**config.mk**
```make
export PLATFORM = sky130hd
export DESIGN_NAME = bsg_axil_stream_endpoint
export DESIGN_NICKNAME = d
export VERILOG_FILES = /design/src/rtl/bsg_axil_stream_endpoint_pkg.sv /design/src/rtl/bsg_fifo_1r1w_small.sv /design/src/rtl/bsg_axil_stream_endpoint.sv
export SDC_FILE = /design/constraint.sdc
export NUM_CORES = 1
export LEC_CHECK = 0
export CAP_MARGIN = 20
export CORE_MARGIN = 1.5
export CORE_UTILIZATION = 60
export CTS_BUF_LIST = sky130_fd_sc_hd__clkbuf_2 sky130_fd_sc_hd__clkbuf_4 sky130_fd_sc_hd__clkbuf_8
export DETAILED_ROUTE_END_ITERATION = 8
export PLACE_DENSITY = 0.83
export SYNTH_ARGS = -nofsm -noshare
export SYNTH_HDL_FRONTEND = slang
export SYNTH_HIERARCHICAL = 1
export SYNTH_SLANG_ARGS = --single-unit
export TNS_END_PERCENT = 30
```
**constraint.sdc**
```tcl
create_clock -name clk_i -period 10.3 [get_ports clk_i]
set_input_delay 2.575 -clock clk_i [delete_from_list [all_inputs] [get_ports clk_i]]
set_output_delay 2.575 -clock clk_i [all_outputs]
set_load 0.05 [all_outputs]
```
**src/rtl/bsg_axil_stream_endpoint_pkg.sv**
```systemverilog
// Shared types and constants for the AXI-Lite stream endpoint.
// FSM states, address decode bit, response codes, status layout.
package bsg_axil_stream_endpoint_pkg;

    typedef enum logic {
        e_wr_idle = 1'b0,
        e_wr_resp = 1'b1
    } wr_state_e;

    typedef enum logic {
        e_rd_idle = 1'b0,
        e_rd_resp = 1'b1
    } rd_state_e;

    localparam int unsigned addr_sel_bit_lp = 2;

    localparam logic [1:0] resp_okay_lp   = 2'b00;
    localparam logic [1:0] resp_slverr_lp = 2'b10;

    localparam int unsigned status_in_lsb_lp  = 0;
    localparam int unsigned status_out_lsb_lp = 16;

endpackage

```
**src/rtl/bsg_fifo_1r1w_small.sv**
```systemverilog
// Small one-read one-write FIFO with registered occupancy count.
// Full/empty come from the registered count; no same-cycle bypass.
module bsg_fifo_1r1w_small #(
    parameter int width_p = 32,
    parameter int els_p   = 16
) (
    input  logic                       clk_i,
    input  logic                       reset_i,
    input  logic                       v_i,
    output logic                       ready_o,
    input  logic [width_p-1:0]         data_i,
    output logic                       v_o,
    output logic [width_p-1:0]         data_o,
    input  logic                       yumi_i,
    output logic [$clog2(els_p+1)-1:0] count_o
);

    localparam int ptr_w_lp = (els_p > 1) ? $clog2(els_p) : 1;
    localparam int cnt_w_lp = $clog2(els_p+1);

    logic [width_p-1:0]  r_mem [els_p];
    logic [ptr_w_lp-1:0] r_rptr;
    logic [ptr_w_lp-1:0] r_wptr;
    logic [cnt_w_lp-1:0] r_count;

    logic w_push;
    logic w_pop;

    assign ready_o = (r_count != cnt_w_lp'(els_p));
    assign v_o     = (r_count != '0);
    assign data_o  = r_mem[r_rptr];
    assign count_o = r_count;

    assign w_push = v_i & ready_o;
    assign w_pop  = yumi_i & v_o;

    // Pointers wrap explicitly so non-power-of-two depths work.
    function automatic logic [ptr_w_lp-1:0] ptr_inc(input logic [ptr_w_lp-1:0] p);
        return (p == ptr_w_lp'(els_p-1)) ? '0 : p + ptr_w_lp'(1);
    endfunction

    always_ff @(posedge clk_i) begin
        if (w_push) begin
            r_mem[r_wptr] <= data_i;
        end
    end

    always_ff @(posedge clk_i) begin
        if (reset_i) begin
            r_rptr  <= '0;
            r_wptr  <= '0;
            r_count <= '0;
        end else begin
            if (w_push) begin
                r_wptr <= ptr_inc(r_wptr);
            end
            if (w_pop) begin
                r_rptr <= ptr_inc(r_rptr);
            end
            if (w_push & ~w_pop) begin
                r_count <= r_count + cnt_w_lp'(1);
            end else if (w_pop & ~w_push) begin
                r_count <= r_count - cnt_w_lp'(1);
            end
        end
    end

endmodule

```
**src/rtl/bsg_axil_stream_endpoint.sv**
```systemverilog
// AXI-Lite slave bridging DMA word traffic to outbound/inbound streams.
// addr[2] selects DATA (FIFO push/pop) or STATUS (both occupancies).
module bsg_axil_stream_endpoint
    import bsg_axil_stream_endpoint_pkg::*;
#(
    parameter int axil_data_width_p = 32,
    parameter int axil_addr_width_p = 32,
    parameter int els_p             = 16
) (
    input  logic                           clk_i,
    input  logic                           reset_i,

    input  logic [axil_addr_width_p-1:0]   s_axil_awaddr_i,
    input  logic [2:0]                     s_axil_awprot_i,
    input  logic                           s_axil_awvalid_i,
    output logic                           s_axil_awready_o,

    input  logic [axil_data_width_p-1:0]   s_axil_wdata_i,
    input  logic [axil_data_width_p/8-1:0] s_axil_wstrb_i,
    input  logic                           s_axil_wvalid_i,
    output logic                           s_axil_wready_o,

    output logic [1:0]                     s_axil_bresp_o,
    output logic                           s_axil_bvalid_o,
    input  logic                           s_axil_bready_i,

    input  logic [axil_addr_width_p-1:0]   s_axil_araddr_i,
    input  logic [2:0]                     s_axil_arprot_i,
    input  logic                           s_axil_arvalid_i,
    output logic                           s_axil_arready_o,

    output logic [axil_data_width_p-1:0]   s_axil_rdata_o,
    output logic [1:0]                     s_axil_rresp_o,
    output logic                           s_axil_rvalid_o,
    input  logic                           s_axil_rready_i,

    output logic [axil_data_width_p-1:0]   data_o,
    output logic                           v_o,
    input  logic                           ready_and_i,

    input  logic [axil_data_width_p-1:0]   data_i,
    input  logic                           v_i,
    output logic                           ready_and_o
);

    localparam int cnt_w_lp = $clog2(els_p+1);

    wr_state_e r_wr_state;
    rd_state_e r_rd_state;

    logic [1:0]                   r_bresp;
    logic [axil_data_width_p-1:0] r_rdata;
    logic                         r_live;

    logic                         w_aw_status;
    logic                         w_ar_status;
    logic                         w_wr_accept;
    logic                         w_ar_accept;
    logic                         w_out_ready;
    logic                         w_in_valid;
    logic                         w_in_ready;
    logic [axil_data_width_p-1:0] w_in_data;
    logic [cnt_w_lp-1:0]          w_out_count;
    logic [cnt_w_lp-1:0]          w_in_count;
    logic [axil_data_width_p-1:0] w_status;
    logic                         w_unused;

    assign w_unused = ^{s_axil_awprot_i, s_axil_arprot_i, s_axil_wstrb_i,
                        s_axil_awaddr_i, s_axil_araddr_i};

    assign w_aw_status = s_axil_awaddr_i[addr_sel_bit_lp];
    assign w_ar_status = s_axil_araddr_i[addr_sel_bit_lp];

    // Keeps every ready low on the first cycle out of reset.
    always_ff @(posedge clk_i) begin
        if (reset_i) begin
            r_live <= 1'b0;
        end else begin
            r_live <= 1'b1;
        end
    end

    assign w_wr_accept = r_live & ~reset_i
                       & (r_wr_state == e_wr_idle)
                       & s_axil_awvalid_i & s_axil_wvalid_i
                       & (w_aw_status | w_out_ready);

    assign w_ar_accept = r_live & ~reset_i
                       & (r_rd_state == e_rd_idle)
                       & s_axil_arvalid_i
                       & (w_ar_status | w_in_valid);

    assign s_axil_awready_o = w_wr_accept;
    assign s_axil_wready_o  = w_wr_accept;
    assign s_axil_arready_o = w_ar_accept;

    assign s_axil_bvalid_o = (r_wr_state == e_wr_resp);
    assign s_axil_bresp_o  = r_bresp;
    assign s_axil_rvalid_o = (r_rd_state == e_rd_resp);
    assign s_axil_rdata_o  = r_rdata;
    assign s_axil_rresp_o  = resp_okay_lp;

    assign ready_and_o = r_live & ~reset_i & w_in_ready;

    always_comb begin
        w_status = '0;
        w_status[status_in_lsb_lp  +: 16] = 16'(w_in_count);
        w_status[status_out_lsb_lp +: 16] = 16'(w_out_count);
    end

    always_ff @(posedge clk_i) begin
        if (reset_i) begin
            r_wr_state <= e_wr_idle;
            r_bresp    <= resp_okay_lp;
        end else begin
            unique case (r_wr_state)
                e_wr_idle: begin
                    if (w_wr_accept) begin
                        r_wr_state <= e_wr_resp;
                        r_bresp    <= w_aw_status ? resp_slverr_lp : resp_okay_lp;
                    end
                end
                e_wr_resp: begin
                    if (s_axil_bready_i) begin
                        r_wr_state <= e_wr_idle;
                    end
                end
            endcase
        end
    end

    always_ff @(posedge clk_i) begin
        if (reset_i) begin
            r_rd_state <= e_rd_idle;
            r_rdata    <= '0;
        end else begin
            unique case (r_rd_state)
                e_rd_idle: begin
                    if (w_ar_accept) begin
                        r_rd_state <= e_rd_resp;
                        r_rdata    <= w_ar_status ? w_status : w_in_data;
                    end
                end
                e_rd_resp: begin
                    if (s_axil_rready_i) begin
                        r_rd_state <= e_rd_idle;
                    end
                end
            endcase
        end
    end

    bsg_fifo_1r1w_small #(
        .width_p (axil_data_width_p),
        .els_p   (els_p)
    ) u_out_fifo (
        .clk_i   (clk_i),
        .reset_i (reset_i),
        .v_i     (w_wr_accept & ~w_aw_status),
        .ready_o (w_out_ready),
        .data_i  (s_axil_wdata_i),
        .v_o     (v_o),
        .data_o  (data_o),
        .yumi_i  (ready_and_i),
        .count_o (w_out_count)
    );

    bsg_fifo_1r1w_small #(
        .width_p (axil_data_width_p),
        .els_p   (els_p)
    ) u_in_fifo (
        .clk_i   (clk_i),
        .reset_i (reset_i),
        .v_i     (v_i & ready_and_o),
        .ready_o (w_in_ready),
        .data_i  (data_i),
        .v_o     (w_in_valid),
        .data_o  (w_in_data),
        .yumi_i  (w_ar_accept & ~w_ar_status),
        .count_o (w_in_count)
    );

endmodule
```
==> summary.txt <==
Outcome = completed
Clock skew = 35.4 ps
Distinct cells, synth = 51
Max cap viols = 0
Min-Delay Endpoint = s_axil_rdata_o[30]
Hold Path Origin = s_axil_rdata_o[30]
Cell with the most instances after synthesis = edfxtp_1
Worst-skew pair later-pin latency = 800 ps
Final nets = 2373
Die area = 0.0711 mm²
Area fraction of the dominant cell type after synthesis = 0.737
Syn Area/Cell = 21.2 µm²
Remaining Overflow, GRT = 0
Critical Path Fanout Max = 35
Detailed Route Iter0 Violations = 2618
Syn. warnings = 6
Postcts setup bufs = 0
Chip Height = 267 µm
Worst-margin pin slew = 1210 ps
Req. time, crit path = 7730 ps
Crit path kind = in -> out
Place WS = 2420 ps
DRC = 0
First-pass GRT wire length = 138 mm
Crit end category = output port
Clock Tree Buf Depth = 3
Global router's overall resource usage = 0.269
# hold bufs at CTS = 0
Reg2reg start = u_in_fifo/count_o[0]
Worst Hold Class = reg -> reg
Post-Syn Instances = 1969
Reg power frac = 0.525
Clock share of power = 0.355
Worst setup SP type = input pin
Ys async rst share = 0
Die Wd = 267 µm
Layout cells sized above 1 = 0.261
FMAX = 126 MHz
Post-CTS resize count = 0
First drt pass iteration count = 6
PortBufs = 146
Antenna violations before repair = 11
Psw = 0.00229 W
CTS buffer count = 162
Clock sinks = 1094
Fin crit share = 0.770
Routed vias = 21400
Vias/cell = 6.57
Clock tree from TritonCTS = yes
Average wire per standard cell = 28.9 µm
Final Hold Viols = 0
Initial core utilization = 0.607
Worst EP arrival = 5360 ps
Clk slew on worst S/H paths = 60 ps
Number of global-route vias before repair = 22100
DP HPWL = 48.8 mm
Pwr dens = 199 mW/mm²
Fillers = 3887
IO Count = 222
Largest net degree at the start of global routing = 113
R2R depth = 13
Final ANT Viol Nets = 0
PnR worst setup slack = 2370 ps
Final setup viols = 0
Dominant cell type by area after synthesis = edfxtp_1
Leading post-synthesis cells by cell area = edfxtp_1 74%, mux4_2 14%, dfxtp_1 3.4%, a22oi_1 2.3%, nand2_1 0.74%
Slew headroom = 0.191
H-tree depth = 4
Seq/Total Area, Yosys = 0.771
Peak supply drop = 183 µV
P&R area growth vs syn = 13.9%
Mapped Area = 0.0417 mm²
CP startpoint = s_axil_araddr_i[2]
Net switching share of the total power = 0.242
Top FF cell, synth = edfxtp_1
WHS Path Cells = 2
Internal power = 0.00716 W
# rows = 96
Reg2Reg Setup Slack = 6240 ps
RSZ-0062 raised after global routing = no
Setup TNS = 0 ps
Slew Limit Fails = 0
Worst r2r dst = u_in_fifo/count_o[4]
Post-synth EDFFs = 1024
Fin crit period = 7930 ps
#FFs+latches synth = 1094
Post-synth top cells = 1024 x edfxtp_1, 256 x mux4_2, 128 x a22oi_1
Power share of the combinational group = 0.120
Routability congestion estimate = 0.793
Static Leak = 14.9 nW
WL final = 94.4 mm
CTS Root Cell = clkbuf_8
Core outline area = 0.0687 mm²
area by class of cell:
cell class                      instances  area (µm²)  area share
Antenna cell                            5        12.5    0.000263
Clock buffer                          223        2710      0.0571
Clock inverter                         61         380     0.00800
Inverter                               15        61.3     0.00129
Multi-Input combinational cell        745        9120       0.192
Sequential cell                      1094       32200       0.677
Tap cell                              931        1160      0.0245
Timing Repair Buffer                  188        1910      0.0402
cell families (layout without fill, tap and decap cells):
logic type / count (synthesis) / after routing / share of synthesized area
other: 1 / 8 / 0.0000899
AOI/OAI and AO/OA: 234 / 234 / 0.0383
muxes: 273 / 273 / 0.142
buffers and inverters: 132 / 487 / 0.0136
adders and majority gates: 20 / 20 / 0.00636
xor gates and xnor gates: 8 / 8 / 0.00168
and+or+nand+nor: 207 / 207 / 0.0269
DFF: 1094 / 1094 / 0.771
per-stage QoR:
stage	util	std cells	hold slack (ps)	power (W)	instance area, µm²
final	0.692	3262	481	0.00945	47500
after global routing	0.692	3262	514	0.00976	47500
after CTS	0.689	3247	480	0.00951	47300
after detailed placement	0.644	2963	468	0.00619	44200
after global placement	0.644	2962	469	0.00615	44200
after floorplan	-	1971	472	0.00586	41700
per-layer routing:
layer / global-route usage / vias up / routed length [µm]
li1: - / 8733 / -
met1: 0.362 / 11000 / 33800
met2: 0.429 / 1496 / 46700
met3: 0.0745 / 224 / 11000
met4: 0.0949 / 10 / 2800
met5: 0 / - / 59
layout by cell type (no fill, tap or decap), drive strengths merged, types with 5 or more instances in the layout:
| master | instances |
|---|---|
| edfxtp | 1024 |
| clkbuf | 223 |
| ha | 18 |
| nand2 | 83 |
| xor2 | 6 |
| a22oi | 128 |
| nand4b | 21 |
| nor2 | 28 |
| inv | 26 |
| o21ai | 32 |
| a21oi | 48 |
| dfxtp | 70 |
| and2 | 31 |
| mux4 | 256 |
| or3 | 5 |
| buf | 43 |
| nor4b | 10 |
| a211oi | 12 |
| nor2b | 5 |
| diode | 5 |
| mux2i | 14 |
| clkdlybuf4s50 | 145 |
| nand3 | 6 |
| clkinv | 46 |
worst max-delay path, cell delays in order:
cell and delay [ps]:
clkdlybuf4s50_1 470, buf_4 380, or2_1 460, nand2_2 190, inv_1 380, clkdlybuf4s50_1 890
power groups by stage:
stage	Combinational [W]	Clock (W)	Sequential, W
4_1_cts	0.00114	0.00340	0.00496
6_report	0.00114	0.00335	0.00496
3_3_place_gp	0.00110	0	0.00505
3_5_place_dp	0.00113	0	0.00505
5_1_grt	0.00121	0.00358	0.00496
2_1_floorplan	0.000843	0	0.00502
worst max-delay path by stage:
stage                                  to  slack [ps]  cells past startpoint
global route             s_axil_arready_o        2280                      6
finish                   s_axil_arready_o        2370                      6
global placement         s_axil_arready_o        2490                      6
detailed placement       s_axil_arready_o        2420                      6
floorplan           u_in_fifo/r_mem[0][0]        2750                      6
CTS                      s_axil_arready_o        2400                      6
registers in the layout, summed over array words and instances (netlist names), 4 cells and up, named ones only:
| signal | flops |
|---|---|
| u_in_fifo/r_mem | 512 |
| u_out_fifo/count_o | 5 |
| u_in_fifo/r_wptr | 4 |
| u_out_fifo/r_mem | 512 |
| u_out_fifo/r_wptr | 4 |
| s_axil_rdata_o | 32 |
| u_in_fifo/count_o | 5 |
| u_in_fifo/r_rptr | 4 |
| u_out_fifo/r_rptr | 4 |
Note: power is estimated with default switching activity, not from simulation.
